<file path="src/rtl/riscv32_fetch_unit.sv">
// RV32 instruction-fetch stage: owns the fetch PC, issues credit-limited word
// requests to instruction memory and buffers responses in order toward IF/ID.
module riscv32_fetch_unit #(
    parameter logic [31:0] RESET_PC   = 32'h0000_0000,
    parameter int          FIFO_DEPTH = 2
) (
    input  logic        clk,
    input  logic        async_rst,
    output logic        imem_req_valid,
    input  logic        imem_req_ready,
    output logic [31:0] imem_req_addr,
    input  logic        imem_rsp_valid,
    input  logic [31:0] imem_rsp_data,
    output logic        if_valid,
    input  logic        if_ready,
    output logic [31:0] if_pc,
    output logic [31:0] if_inst,
    input  logic        redirect_valid,
    input  logic [31:0] redirect_pc
);

    localparam int CNT_W = $clog2(FIFO_DEPTH + 1);
    localparam int PTR_W = (FIFO_DEPTH > 2) ? 2 : 1;
    localparam logic [31:0]      NOP      = 32'h0000_0013;
    localparam logic [CNT_W-1:0] CNT_ONE  = CNT_W'(1);
    localparam logic [CNT_W:0]   CREDITS  = (CNT_W + 1)'(FIFO_DEPTH);
    localparam logic [PTR_W-1:0] PTR_LAST = PTR_W'(FIFO_DEPTH - 1);

    function automatic logic [PTR_W-1:0] ptr_inc(input logic [PTR_W-1:0] p);
        return (p == PTR_LAST) ? '0 : p + PTR_W'(1);
    endfunction

    logic [31:0]      fetch_pc;
    logic [CNT_W-1:0] o_cnt;
    logic [CNT_W-1:0] k_cnt;
    logic [CNT_W-1:0] f_cnt;

    logic [31:0]      tag_q     [FIFO_DEPTH];
    logic [PTR_W-1:0] tag_wr;
    logic [PTR_W-1:0] tag_rd;

    logic [31:0]      fifo_pc   [FIFO_DEPTH];
    logic [31:0]      fifo_inst [FIFO_DEPTH];
    logic [PTR_W-1:0] wr_ptr;
    logic [PTR_W-1:0] rd_ptr;

    logic [CNT_W:0]   credit_used;
    logic [31:0]      redirect_tgt;
    logic             req_fire;
    logic             push;
    logic             pop;

    // Outstanding requests plus buffered entries never exceed the buffer size,
    // so every response is guaranteed a slot.
    assign credit_used    = {1'b0, o_cnt} + {1'b0, f_cnt};
    assign redirect_tgt   = redirect_pc & 32'hFFFF_FFFC;

    assign imem_req_valid = !async_rst && !redirect_valid && (credit_used < CREDITS);
    assign imem_req_addr  = fetch_pc;
    assign req_fire       = imem_req_valid && imem_req_ready;

    assign push           = imem_rsp_valid && !redirect_valid && (k_cnt == '0);
    assign if_valid       = (f_cnt != '0) && !redirect_valid;
    assign pop            = if_valid && if_ready;

    assign if_pc          = (f_cnt != '0) ? fifo_pc[rd_ptr]   : 32'h0000_0000;
    assign if_inst        = (f_cnt != '0) ? fifo_inst[rd_ptr] : NOP;

    always_ff @(posedge clk or posedge async_rst) begin
        if (async_rst) begin
            fetch_pc <= RESET_PC;
            o_cnt    <= '0;
            k_cnt    <= '0;
            f_cnt    <= '0;
            tag_wr   <= '0;
            tag_rd   <= '0;
            wr_ptr   <= '0;
            rd_ptr   <= '0;
        end else begin
            o_cnt <= o_cnt + CNT_W'(req_fire) - CNT_W'(imem_rsp_valid);
            if (req_fire)       tag_wr <= ptr_inc(tag_wr);
            if (imem_rsp_valid) tag_rd <= ptr_inc(tag_rd);

            if (redirect_valid) begin
                // Everything still in flight after this cycle's response is stale.
                fetch_pc <= redirect_tgt;
                k_cnt    <= o_cnt - CNT_W'(imem_rsp_valid);
                f_cnt    <= '0;
                wr_ptr   <= '0;
                rd_ptr   <= '0;
            end else begin
                if (req_fire) fetch_pc <= fetch_pc + 32'd4;
                if (imem_rsp_valid && (k_cnt != '0)) k_cnt <= k_cnt - CNT_ONE;
                if (push) wr_ptr <= ptr_inc(wr_ptr);
                if (pop)  rd_ptr <= ptr_inc(rd_ptr);
                if (push && !pop)      f_cnt <= f_cnt + CNT_ONE;
                else if (!push && pop) f_cnt <= f_cnt - CNT_ONE;
            end
        end
    end

    // Payload storage carries no reset; occupancy is tracked by the counters above.
    always_ff @(posedge clk) begin
        if (req_fire) tag_q[tag_wr] <= fetch_pc;
        if (push) begin
            fifo_pc[wr_ptr]   <= tag_q[tag_rd];
            fifo_inst[wr_ptr] <= imem_rsp_data;
        end
    end

endmodule

</file>
<file path="config.mk">
export PLATFORM = sky130hd
export DESIGN_NAME = riscv32_fetch_unit
export DESIGN_NICKNAME = d
export VERILOG_FILES = /design/src/rtl/riscv32_fetch_unit.sv
export SDC_FILE = /design/constraint.sdc
export NUM_CORES = 1
export LEC_CHECK = 0
export ABC_CLOCK_PERIOD_IN_PS = 6700
export CORE_MARGIN = 1.5
export CORE_UTILIZATION = 40
export CTS_BUF_LIST = sky130_fd_sc_hd__clkbuf_2 sky130_fd_sc_hd__clkbuf_4 sky130_fd_sc_hd__clkbuf_8
export DETAILED_ROUTE_END_ITERATION = 10
export PLACE_DENSITY = 0.74
export SLEW_MARGIN = 20
export SYNTH_ARGS = -nofsm -noshare
export SYNTH_HDL_FRONTEND = slang
export SYNTH_SLANG_ARGS = --single-unit
</file>
<file path="constraint.sdc">
create_clock -name clk -period 6.7 [get_ports clk]
set_input_delay 1.34 -clock clk [delete_from_list [all_inputs] [get_ports clk]]
set_output_delay 1.34 -clock clk [all_outputs]
set_load 0.01 [all_outputs]
</file>
==> Yosys cells after proc, flatten, opt, wreduce, memory -nomap -nowiden <==
Memory sizes are Yosys's and may differ from the RTL's.
Cells that the tools add are included.
{ "word_totals": {"memories": 3, "ff_bits": 42, "mem_bits_rw": 192, "in_bits": 70, "rom_bits": 0, "output_inout_bits": 98, "latchBits": 0, "wordCells": 67} }
{ "op_classes": {"order_cmp": 1, "add_sub_neg": 12, "n_mul": 0, "n_shift": 0, "bitwise": 0, "n_reduce_logical": 22, "n_eq_ne": 0, "div_mod_pow": 0, "n_mux": 21} }
{ "mem_list": {"columns": ["memory", "words", "width", "read_ports", "rd_clocked_by_memory_dff", "wr", "line", "source"], "rows": [
  ["fifo_inst", 2, 32, 1, 0, 1, "43", "logic [31:0] fifo_inst [FIFO_DEPTH];"],
  ["fifo_pc", 2, 32, 1, 0, 1, "42", "logic [31:0] fifo_pc [FIFO_DEPTH];"],
  ["tag_q", 2, 32, 1, 0, 1, "38", "logic [31:0] tag_q [FIFO_DEPTH];"]
]} }
{ "op_table": {"columns": ["operator", "count"], "rows": [
  ["$mux W32", 4],
  ["$add A32 B3 Y32 const B", 1],
  ["$mux W1", 12],
  ["$reduce_bool A2 Y1", 6],
  ["$logic_and A1 B1 Y1", 10],
  ["$mux W2", 5],
  ["$add A1 B1 Y1 const B", 4],
  ["$logic_not A1 Y1", 4],
  ["$sub A2 B1 Y2", 2],
  ["$sub A2 B1 Y2 const B", 2],
  ["$add A2 B2 Y3", 1],
  ["$lt A3 B2 Y1 const B", 1],
  ["$reduce_bool A3 Y1", 1],
  ["$add A2 B1 Y2", 1],
  ["$add A2 B1 Y2 const B", 1],
  ["$logic_not A2 Y1", 1]
]} }

==> Depth between registers and ports, before layout <==
{ "depth": {"depth_word": 8, "depth_mapped": 13, "depth_no_buf": 10} }

==> Least setup slack after synthesis <==
Ideal clock, no wire load.
{ "synth_timing": {"path_type": "input to register", "startpoint": "input redirect_valid", "endpoint": "memory fifo_inst[1][0] (enable)", "path_buffers": 3, "cell_stages": 4, "setup_time_ns": 0.571, "t_required_ns": 6.129, "slack_ns": -0.303, "arrival_ns": 6.432, "cell_sequence": "buf_6 clkbuf_1 buf_1 nor3b_1"} }
{ "synth_via": {"elab_chain_cells": 5} }
{ "synth_lines": {"columns": ["element", "line", "source"], "rows": [
  ["from (decl)", "18", "input logic redirect_valid,"],
  ["$logic_not A1 Y1", "62", "assign push = imem_rsp_valid && !redirect_valid && (k_cnt == '0);"],
  ["$logic_and A1 B1 Y1 (2 in series)", "62", null],
  ["$mux W1", "105", "if (push) begin"],
  ["$mux W1 (implied by the code)", "107", "fifo_inst[wr_ptr] <= imem_rsp_data;"],
  ["to (decl)", "43", null]
]} }
No other way between the ends.

==> Final worst setup path <==
{ "layout_timing": {"startpoint": "register rd_ptr", "endpoint": "output if_inst[21]"} }
{ "layout_via": {"elab_chain_cells": 2} }
{ "layout_lines": {"columns": ["element", "line", "source"], "rows": [
  ["from (decl)", "45", "logic [PTR_W-1:0] rd_ptr;"],
  ["from (signal assigned)", "95", "if (pop) rd_ptr <= ptr_inc(rd_ptr);"],
  ["$mem_v2 Z2 W32", null, null],
  ["$mux W32", "67", "assign if_inst = (f_cnt != '0) ? fifo_inst[rd_ptr] : NOP;"],
  ["to (decl)", "17", "output logic [31:0] if_inst,"]
]} }
No other way between the ends.

==> impl_metrics.sql <==
INSERT INTO impl_metrics (metric_group, metric, value, unit) VALUES
('run_status', 'run_status', 'completed', ''),
('routing', 'routed_wl', '20.4', 'mm'),
('cts', 'clock_latency', '0.52', 'ns'),
('final_layout', 'design.final.nets', '889', ''),
('sta', 'clock.fmax', '239', 'MHz'),
('logic_synthesis', 'synth.cell_area', '0.00925', 'sq mm'),
('grt', 'wire_length_of_the_first_global_routing_pass', '31.7', 'mm'),
('setup_path', 'cp-startpoint', 'rd_ptr', ''),
('routing', 'via_per_inst', '5.15', ''),
('routing', 'route.antenna.remaining_nets', '0', ''),
('power_and_ir_drop', 'pleak', '0.00405', 'uW'),
('sta', 'rsz_0062_raised_after_global_routing', 'false', ''),
('routing', 'drt-initial-drc-count', '352', ''),
('logic_synthesis', 'portion_of_synthesized_cell_area_occupied_by_the_leading_cell_type', '0.598', ''),
('final_layout', 'fin_area', '0.0119', 'sq mm'),
('final_layout', 'area_of_combinational_cells_with_multiple_inputs', '0.00256', 'sq mm'),
('die', 'top_level_ports', '168', ''),
('routing', 'drc', '0', ''),
('grt', 'grt_start_max_net_pins', '61', ''),
('die', 'initial_utilization', '0.408', ''),
('logic_synthesis', 'synth_area_leader_cell', 'sky130_fd_sc_hd__edfxtp_1', ''),
('hold_path', 'whs_endpoint', 'tag_wr', ''),
('logic_synthesis', 'synth_top_cells_by_area', 'sky130_fd_sc_hd__edfxtp_1, sky130_fd_sc_hd__dfrtp_1, sky130_fd_sc_hd__mux2i_1', ''),
('power_and_ir_drop', 'worst_case_vdd_ir_drop', '0.115', 'mV'),
('sta', 'max_slew_margin', '0.355', ''),
('final_layout', 'post_route_cells_drive_above_1_share', '0.134', ''),
('setup_path', 'timing.critical_path.from_type', 'register', ''),
('grt', 'antenna_found_initial', '0', ''),
('logic_synthesis', 'ys_ff_latch', '224', ''),
('final_layout', 'final.fill_count', '1891', ''),
('grt', 'grtUsageTotal', '0.171', ''),
('sta', 'timing.final.max_slew_violations', '0', ''),
('cts', 'cts_tree', 'built', ''),
('hold_path', 'hold_path_class', 'register to register', ''),
('setup_path', 'worst-setup-path-type', 'register to primary output', ''),
('place', 'portBuffers', '161', ''),
('sta', 'timing_worst_slew_pin_value', '0.964', 'ns'),
('die', 'die_width', '155', 'um'),
('job', 'drv.max_cap_violation_count', '0', ''),
('cts', 'post_cts.resized_instances', '0', ''),
('cts', 'cts_num_sinks', '224', ''),
('routing', 'drtPass1Iterations', '5', ''),
('sta', 'final_period_minus_worst_setup_slack', '4.18', 'ns'),
('hold_path', 'hold_path_depth', '1', ''),
('logic_synthesis', 'synth_sequential_area_ratio', '0.706', ''),
('grt', 'globalRoute.totalOverflow', '0', ''),
('logic_synthesis', 'ys_dominant_reg_cell', 'sky130_fd_sc_hd__edfxtp_1', ''),
('final_layout', 'instances_no_fill', '1127', ''),
('sta', 'setup_viol', '0', ''),
('grt', 'via_count_of_the_first_global_routing_pass', '5907', ''),
('die', 'die_y', '155', 'um'),
('sta', 'fin_ws', '2.52', 'ns'),
('logic_synthesis', 'synthArstFlopShare', '0.179', ''),
('sta', 'hold_viol', '0', ''),
('die', 'rows', '55', ''),
('setup_path', 'critical_path_sink_type', 'primary output', ''),
('setup_path', 'critPathRequiredTime', '5.36', 'ns'),
('final_layout', 'antennaDiodeCount', '0', ''),
('final_layout', 'relative_area_change_from_synthesis_to_final_layout', '28.8', '%'),
('cts', 'setup_repair_bufs_after_cts', '0', ''),
('cts', 'htree_levels', '2', ''),
('place', 'dp_worst_setup_slack', '2.44', 'ns'),
('setup_path', 'worstRegToRegCells', '10', ''),
('final_layout', 'finalCoreUtilization', '0.526', ''),
('cts', 'ctsRootBufferMaster', 'sky130_fd_sc_hd__clkbuf_8', ''),
('setup_path', 'cp_max_fo', '39', ''),
('sta', 'timing.final.crit_share', '0.624', ''),
('place', 'dpl_cell_area', '0.0112', 'sq mm'),
('die', 'floorplan.die_area', '0.0240', 'sq mm'),
('logic_synthesis', 'yosysUniqueCellTypes', '48', ''),
('place', 'place_inst', '1057', '');
final cells by class:
class | count | share of cell area
tap | 285 | 0.0299
sequential | 224 | 0.548
clock buffer | 57 | 0.0575
timing repair buffer | 171 | 0.142
multi-input combinational | 370 | 0.215
clock inverter | 13 | 0.00494
inverter | 7 | 0.00221
worst max path at each step:
stage / end / slack (ns) / cells past startpoint
floorplan: fifo_inst[0][0] / -0.006 / 4
global placement: o_cnt[1] / 2.54 / 9
detailed placement: o_cnt[1] / 2.44 / 9
CTS: if_inst[21] / 2.42 / 4
global route: if_pc[24] / 2.35 / 4
finish: if_inst[21] / 2.52 / 4
sequential cells by signal (all words and copies together), names as in the netlist:
signal         flops
f_cnt              2
fifo_inst         64
fifo_pc           60
imem_req_addr     30
k_cnt              2
o_cnt              2
rd_ptr             1
tag_q             60
tag_rd             1
tag_wr             1
wr_ptr             1
synth_stat cells (all sizes together) (8+ instances only):
library cell  count
buf              22
clkbuf           13
dfrtp            40
edfxtp          184
mux2             30
mux2i            67
nand2            30
nand3            18
nand4            15
nor2             85
o21ai            25
xor2              8
cell families after synthesis:
kind of cell | count (synthesis) | synth area share
DFF | 224 | 0.706
and+or+nand+nor | 187 | 0.0966
muxes | 97 | 0.109
adders and majority gates | 6 | 0.00893
other | 1 | 0.000406
xor gates and xnor gates | 13 | 0.0123
buffers and inverters | 42 | 0.0223
AOI/OAI and AO/OA | 63 | 0.0445
per-stage QoR:
stage | TNS [ns] | total power, uW
6_report | 0 | 3560
5_1_grt | 0 | 3730
4_1_cts | 0 | 3600
3_5_place_dp | 0 | 2420
3_3_place_gp | 0 | 2400
2_1_floorplan | -0.360 | 2140
power breakdown:
group / internal (uW) / switching (uW)
clock: 654 / 513
sequential: 1660 / 111
combinational: 319 / 299
cells in the final DEF (no fill, tap or decap), drive strengths merged, types with 7 or more instances in the layout:
cell type	Yosys	routed
a21oi	7	7
a22oi	7	7
buf	22	11
clkbuf	13	57
clkdlybuf4s50	0	160
clkinv	0	11
dfrtp	40	40
edfxtp	184	184
inv	7	7
mux2	30	30
mux2i	67	67
nand2	30	30
nand3	18	18
nand4	15	15
nor2	85	85
nor3	7	7
o21ai	25	25
xor2	8	8
per-layer routing:
| layer | share of wire | global-route usage | routed length (um) |
|---|---|---|---|
| met1 | 0.42 | 0.211 | 8480 |
| met2 | 0.49 | 0.292 | 10000 |
| met3 | 0.070 | 0.0407 | 1420 |
| met4 | 0.020 | 0.0609 | 414 |
| met5 | 0 | 0 | 0 |
critical path, cell delays in order (launching register included):
cell	delay, ns
sky130_fd_sc_hd__dfrtp_4	0.74
sky130_fd_sc_hd__buf_4	0.64
sky130_fd_sc_hd__mux2i_1	0.15
sky130_fd_sc_hd__nor2_1	0.16
sky130_fd_sc_hd__clkdlybuf4s50_1	0.57
(Power assumes the default switching activity.)
